File: config.mk
export PLATFORM = sky130hd
export DESIGN_NAME = b11_gen2
export DESIGN_NICKNAME = d
export VERILOG_FILES = /design/src/rtl/b11_gen2.sv
export SDC_FILE = /design/constraint.sdc
export NUM_CORES = 1
export LEC_CHECK = 0
export BUFFER_PORTS_ARGS = -buffer_cell sky130_fd_sc_hd__buf_4
export CAP_MARGIN = 40
export CORE_UTILIZATION = 60
export CTS_CLUSTER_SIZE = 14
export DETAILED_ROUTE_END_ITERATION = 7
export PLACE_DENSITY = 0.74
export SLEW_MARGIN = 20
export SYNTH_ARGS = -nofsm -noshare
export SYNTH_HDL_FRONTEND = slang
export SYNTH_SLANG_ARGS = --single-unit
File: constraint.sdc
create_clock -name clock -period 4.15 [get_ports clock]
set_clock_uncertainty 0.1 [all_clocks]
set_input_delay 0.6225 -clock clock [delete_from_list [all_inputs] [get_ports clock]]
set_output_delay 0.6225 -clock clock [all_outputs]
set_load 0.03 [all_outputs]
File: src/rtl/b11_gen2.sv
// b11_gen2: parametrised character-scrambler FSM.
// It samples a symbol while stbi is high. When stbi drops it runs the
// seed / mix / reduce / offset steps on a signed accumulator, then emits the
// magnitude of the result on x_out together with a one-cycle x_valid pulse.
// Optional build macro: B11_GEN2_SAT_EN. When it is defined, a result whose
// magnitude does not fit in DATA_W bits saturates to all ones.
module b11_gen2 #(
  parameter int DATA_W  = 6,
  parameter int MOD     = 26,
  parameter int CNT_MAX = 25,
  parameter int OFF0    = 21,
  parameter int OFF1    = 42,
  parameter int OFF2    = 7,
  parameter int OFF3    = 28
) (
  input  logic              clock,
  input  logic              reset,
  input  logic [DATA_W-1:0] x_in,
  input  logic              stbi,
  output logic [DATA_W-1:0] x_out,
  output logic              x_valid,
  output logic              busy
);

  localparam int CW = DATA_W + 3;

  localparam logic signed [CW-1:0] C_MOD  = CW'(MOD);
  localparam logic signed [CW-1:0] C_LIM  = CW'((1 << DATA_W) - 1);
  localparam logic signed [CW-1:0] C_OFF0 = CW'(OFF0);
  localparam logic signed [CW-1:0] C_OFF1 = CW'(OFF1);
  localparam logic signed [CW-1:0] C_OFF2 = CW'(OFF2);
  localparam logic signed [CW-1:0] C_OFF3 = CW'(OFF3);

  typedef enum logic [3:0] {
    S_IDLE, S_WAIT, S_CHECK, S_SEED, S_MIX,
    S_RED_UP, S_RED_DN, S_OFFSET, S_EMIT
  } state_t;

  state_t                   r_state, w_state_nxt;
  logic [DATA_W-1:0]        r_in, w_in_nxt;
  logic [DATA_W-1:0]        r_cont, w_cont_nxt;
  logic signed [CW-1:0]     r_cont1, w_cont1_nxt;
  logic [DATA_W-1:0]        r_x_out, w_x_out_nxt;
  logic                     r_x_valid;

  logic signed [CW-1:0]     w_in_ext;
  logic signed [CW-1:0]     w_cont_ext;
  logic                     w_special;

  // Magnitude of the accumulator reduced to DATA_W bits (truncate or saturate).
  function automatic logic [DATA_W-1:0] out_mag(input logic signed [CW-1:0] acc);
    logic [CW-1:0] mag;
    mag = acc[CW-1] ? CW'(-acc) : CW'(acc);
`ifdef B11_GEN2_SAT_EN
    if (mag > CW'(C_LIM)) return '1;
    return mag[DATA_W-1:0];
`else
    return mag[DATA_W-1:0];
`endif
  endfunction

  assign w_in_ext   = signed'({3'b000, r_in});
  assign w_cont_ext = signed'({3'b000, r_cont});
  assign w_special  = (r_in == '0) || (r_in == '1);

  assign x_out   = r_x_out;
  assign x_valid = r_x_valid;
  assign busy    = (r_state != S_IDLE) && (r_state != S_WAIT);

  // State and datapath registers, cleared asynchronously by reset.
  always_ff @(posedge clock or posedge reset) begin
    if (reset) begin
      r_state   <= S_IDLE;
      r_in      <= '0;
      r_cont    <= '0;
      r_cont1   <= '0;
      r_x_out   <= '0;
      r_x_valid <= 1'b0;
    end else begin
      r_state   <= w_state_nxt;
      r_in      <= w_in_nxt;
      r_cont    <= w_cont_nxt;
      r_cont1   <= w_cont1_nxt;
      r_x_out   <= w_x_out_nxt;
      r_x_valid <= (r_state == S_EMIT);
    end
  end

  // Next-state and datapath updates; every register holds unless its state acts.
  always_comb begin
    w_state_nxt = r_state;
    w_in_nxt    = r_in;
    w_cont_nxt  = r_cont;
    w_cont1_nxt = r_cont1;
    w_x_out_nxt = r_x_out;
    case (r_state)
      S_IDLE: begin
        w_cont_nxt  = '0;
        w_in_nxt    = x_in;
        w_x_out_nxt = '0;
        w_state_nxt = S_WAIT;
      end
      S_WAIT: begin
        w_in_nxt    = x_in;
        w_state_nxt = stbi ? S_WAIT : S_CHECK;
      end
      S_CHECK: begin
        if (w_special) begin
          w_cont_nxt  = (r_cont < DATA_W'(CNT_MAX)) ? r_cont + 1'b1 : '0;
          w_cont1_nxt = w_in_ext;
          w_state_nxt = S_EMIT;
        end else if (w_in_ext <= C_MOD) begin
          w_state_nxt = S_SEED;
        end else begin
          w_state_nxt = S_WAIT;
        end
      end
      S_SEED: begin
        w_cont1_nxt = r_in[0] ? (w_cont_ext <<< 1) : w_cont_ext;
        w_state_nxt = S_MIX;
      end
      S_MIX: begin
        if (r_in[1]) begin
          w_cont1_nxt = w_in_ext + r_cont1;
          w_state_nxt = S_RED_UP;
        end else begin
          w_cont1_nxt = w_in_ext - r_cont1;
          w_state_nxt = S_RED_DN;
        end
      end
      S_RED_UP: begin
        if (r_cont1 > C_MOD) w_cont1_nxt = r_cont1 - C_MOD;
        else                 w_state_nxt = S_OFFSET;
      end
      S_RED_DN: begin
        if (r_cont1 > C_LIM) w_cont1_nxt = r_cont1 + C_MOD;
        else                 w_state_nxt = S_OFFSET;
      end
      S_OFFSET: begin
        case (r_in[3:2])
          2'b00:   w_cont1_nxt = r_cont1 - C_OFF0;
          2'b01:   w_cont1_nxt = r_cont1 - C_OFF1;
          2'b10:   w_cont1_nxt = r_cont1 + C_OFF2;
          default: w_cont1_nxt = r_cont1 + C_OFF3;
        endcase
        w_state_nxt = S_EMIT;
      end
      S_EMIT: begin
        w_x_out_nxt = out_mag(r_cont1);
        w_state_nxt = S_WAIT;
      end
      default: w_state_nxt = S_IDLE;
    endcase
  end

endmodule

==> results.json <==
{
  "outcome": "complete, no violations",
  "maxCapViolCount": 0,
  "timing.final.max_slew_violations": 0,
  "placed_cells_incl_taps": 492,
  "cts_tree": "built",
  "seq_area_frac_synth": 0.2384,
  "num_rows": 26,
  "layout-drive-gt1-share": 0.1023,
  "final.fill_count": 476,
  "antenna_found_initial": 0,
  "buffer_cell_driving_the_clock_tree_root": "sky130_fd_sc_hd__clkbuf_8",
  "num-nets-final": 466,
  "cts_clock_pin_slew_for_the_worst_setup_and_hold_paths_ps": 80,
  "numCtsBuffers": 5,
  "cts.repair_timing.setup_buffer_count": 0,
  "ant_nets": 0,
  "io_pins": 17,
  "grt_first_pass_wirelength_microns": 15790,
  "core_area_sq_um": 5238,
  "post-route-period-util": 0.8458,
  "wire_length_after_detailed_routing_microns": 9593,
  "timing.critical_path.to_type": "register",
  "pre_antenna_drt_iters": 7,
  "gp_routability_congestion": 1.056,
  "synth_common_cells": "47 x sky130_fd_sc_hd__nand2_1, 38 x sky130_fd_sc_hd__nor2_1, 32 x sky130_fd_sc_hd__a21oi_1, 32 x sky130_fd_sc_hd__dfrtp_1",
  "total_area_of_multi_input_combinational_cells_sq_um": 2367,
  "maximum_root_to_sink_buffer_count": 2,
  "chip_width_microns": 76.83,
  "met2_usage": 0.5482,
  "gr-max-usage-layer": "met2",
  "rsz0062_at_grt": "false",
  "post_synth_inst_count": 425,
  "post_cts_hold_fix_bufs": 0,
  "globalRouteTotalUtil": 0.3438,
  "hpwl_microns": 7019,
  "edff_count_synth": 0,
  "yosys.cell_count.top_type": "sky130_fd_sc_hd__nand2_1",
  "synth-async-reset-ratio": 1.000,
  "totalNegativeSetupSlack_ps": 0,
  "worst_ep_arrival_time_ps": 3580,
  "area.sequential_sq_um": 800.8,
  "setup.worst_path.class": "reg -> reg",
  "initial_core_util": 0.6414,
  "max_clk_rate_mhz": 284.9,
  "placed_cell_area_sq_um": 3500,
  "vias_in_the_first_global_route": 3114,
  "post_cts.resized_instances": 0,
  "groute.layer.met1.usage": 0.4547,
  "flow.area_growth_from_synthesis_pct": 6.965,
  "detailed_route_via_count": 3337,
  "worst-endpoint-required_ps": 4220,
  "timing.hold.worst.class": "in -> async",
  "netlist.top_cell.by_area": "sky130_fd_sc_hd__dfrtp_1",
  "die_area_sq_um": 5902,
  "antenna_cells": 0,
  "postSynthRegisterBits": 32,
  "synth_nets": 462,
  "fin_cells": 500,
  "final_util": 0.6861,
  "yosys_warnings": 0,
  "htree_levels": 2,
  "synth.avg_cell_area_sq_um": 7.905,
  "final_cell_area_sq_um": 3593,
  "post_synth_instance_area_sq_um": 3359,
  "slew_headroom": 0.5257,
  "worstSkewPairLatency_ps": 300,
  "port_buffers": 16,
  "min_period_ps": 3510,
  "setup-violations-final": 0,
  "drc_violation_count_after_routing": 0,
  "worst-slew-pin-transition_ps": 711.5,
  "drt_first_iter_violations": 404,
  "grt.overflow.total": 0,
  "vertical_die_dimension_microns": 76.83,
  "post_synth_main_area_contributors": "sky130_fd_sc_hd__dfrtp_1 24%, sky130_fd_sc_hd__ha_1 10%, sky130_fd_sc_hd__xnor2_1 7.3%",
  "critical_path.startpoint_type": "register",
  "pin_count_of_the_biggest_net_entering_global_routing": 33,
  "yosys_most_used_dff": "sky130_fd_sc_hd__dfrtp_1",
  "use_met3": 0.05595,
  "post_drt_via_cell_ratio": 6.674,
  "hold_viol": 0,
  "timing.critical_path.fanout_max": 13,
  "number_of_distinct_standard_cells_referenced_by_the_synthesized_netlist": 62,
  "dr_wl_cell_microns": 19.19,
  "clock_sinks": 32,
  "yosysTopAreaCellShare": 0.2384
}
[per-stage QoR]
step	hold WS, ps	setup WS, ps
2_1_floorplan	421.0	1224
3_3_place_gp	364.0	779.7
3_5_place_dp	375.1	704.3
4_1_cts	359.1	686.2
5_1_grt	382.0	370.3
6_report	333.0	640.1
[final timing paths]
| path | from | end | slack, ps | depth (start not counted) |
|---|---|---|---|---|
| min in group clock | x_out[0] | x_out[0] | 390 | 2 |
| max | r_cont1[1] | r_cont1[6] | 640 | 10 |
| min reg2reg | x_out[0] | x_out[0] | 390 | 2 |
| max in group asynchronous | reset | r_in[2] | 3290 | 3 |
| min | reset | r_cont1[8] | 330 | 3 |
| max reg2reg | r_cont1[1] | r_cont1[6] | 640 | 10 |
[metal layers]
layer  vias up  wire length (microns)
met2       196                   4389
met5         -                      0
met4         0                    383
li1       1555                      -
met3        37                    777
met1      1549                   4043
[cells in the final DEF, fill, tap and decap left out, types with 6 or more instances in the layout]
cell | synthesis | final
sky130_fd_sc_hd__a221oi_1 | 7 | 7
sky130_fd_sc_hd__buf_4 | 1 | 22
sky130_fd_sc_hd__o22ai_1 | 8 | 8
sky130_fd_sc_hd__mux2i_1 | 7 | 7
sky130_fd_sc_hd__nor3_1 | 10 | 10
sky130_fd_sc_hd__nor2_1 | 38 | 38
sky130_fd_sc_hd__xnor2_1 | 28 | 28
sky130_fd_sc_hd__dfrtp_1 | 32 | 32
sky130_fd_sc_hd__nand2b_1 | 6 | 6
sky130_fd_sc_hd__inv_1 | 20 | 20
sky130_fd_sc_hd__o21ai_0 | 28 | 28
sky130_fd_sc_hd__nand3_1 | 9 | 9
sky130_fd_sc_hd__clkbuf_8 | 0 | 6
sky130_fd_sc_hd__xor2_1 | 8 | 8
sky130_fd_sc_hd__a21oi_1 | 32 | 32
sky130_fd_sc_hd__nand2_1 | 47 | 47
sky130_fd_sc_hd__ha_1 | 28 | 28
[critical path: stages, from the launching register on]
cell and delay [ps]:
sky130_fd_sc_hd__dfrtp_1 610, sky130_fd_sc_hd__inv_1 240, sky130_fd_sc_hd__ha_1 420, sky130_fd_sc_hd__mux2_2 290
sky130_fd_sc_hd__ha_1 190, sky130_fd_sc_hd__a21oi_1 240, sky130_fd_sc_hd__o21ai_0 200, sky130_fd_sc_hd__o41ai_2 440
sky130_fd_sc_hd__xor2_1 190, sky130_fd_sc_hd__a211oi_1 350, sky130_fd_sc_hd__o21ai_1 120
[cell type report]
class                           count  area share
Multi-Input combinational cell    347      0.6588
Timing Repair Buffer               22     0.04596
Tap cell                           70     0.02437
Sequential cell                    32      0.2228
Inverter                           21     0.02194
Clock inverter                      1    0.002089
Clock buffer                        7     0.02403
[state kept, by name, summed over array words and instances, names as in the netlist]
name,cells
x_valid,1
r_cont1,9
r_cont,6
r_in,6
r_state,4
x_out,6
[cell families (layout without fill, tap and decap cells)]
family | after synthesis | count (layout) | share of synthesized area
flip-flops | 32 | 32 | 0.2384
buffers and inverters | 46 | 51 | 0.05698
XOR/XNOR | 36 | 36 | 0.09386
AO/OA/AOI/OAI | 129 | 129 | 0.2641
adder cells (fa/ha/maj) | 28 | 28 | 0.1043
AND/OR/NAND/NOR | 142 | 142 | 0.2048
multiplexers | 12 | 12 | 0.03762
Power is not shown: default switching activity piles up to over one toggle a cycle in this logic, so the estimate is an artifact.
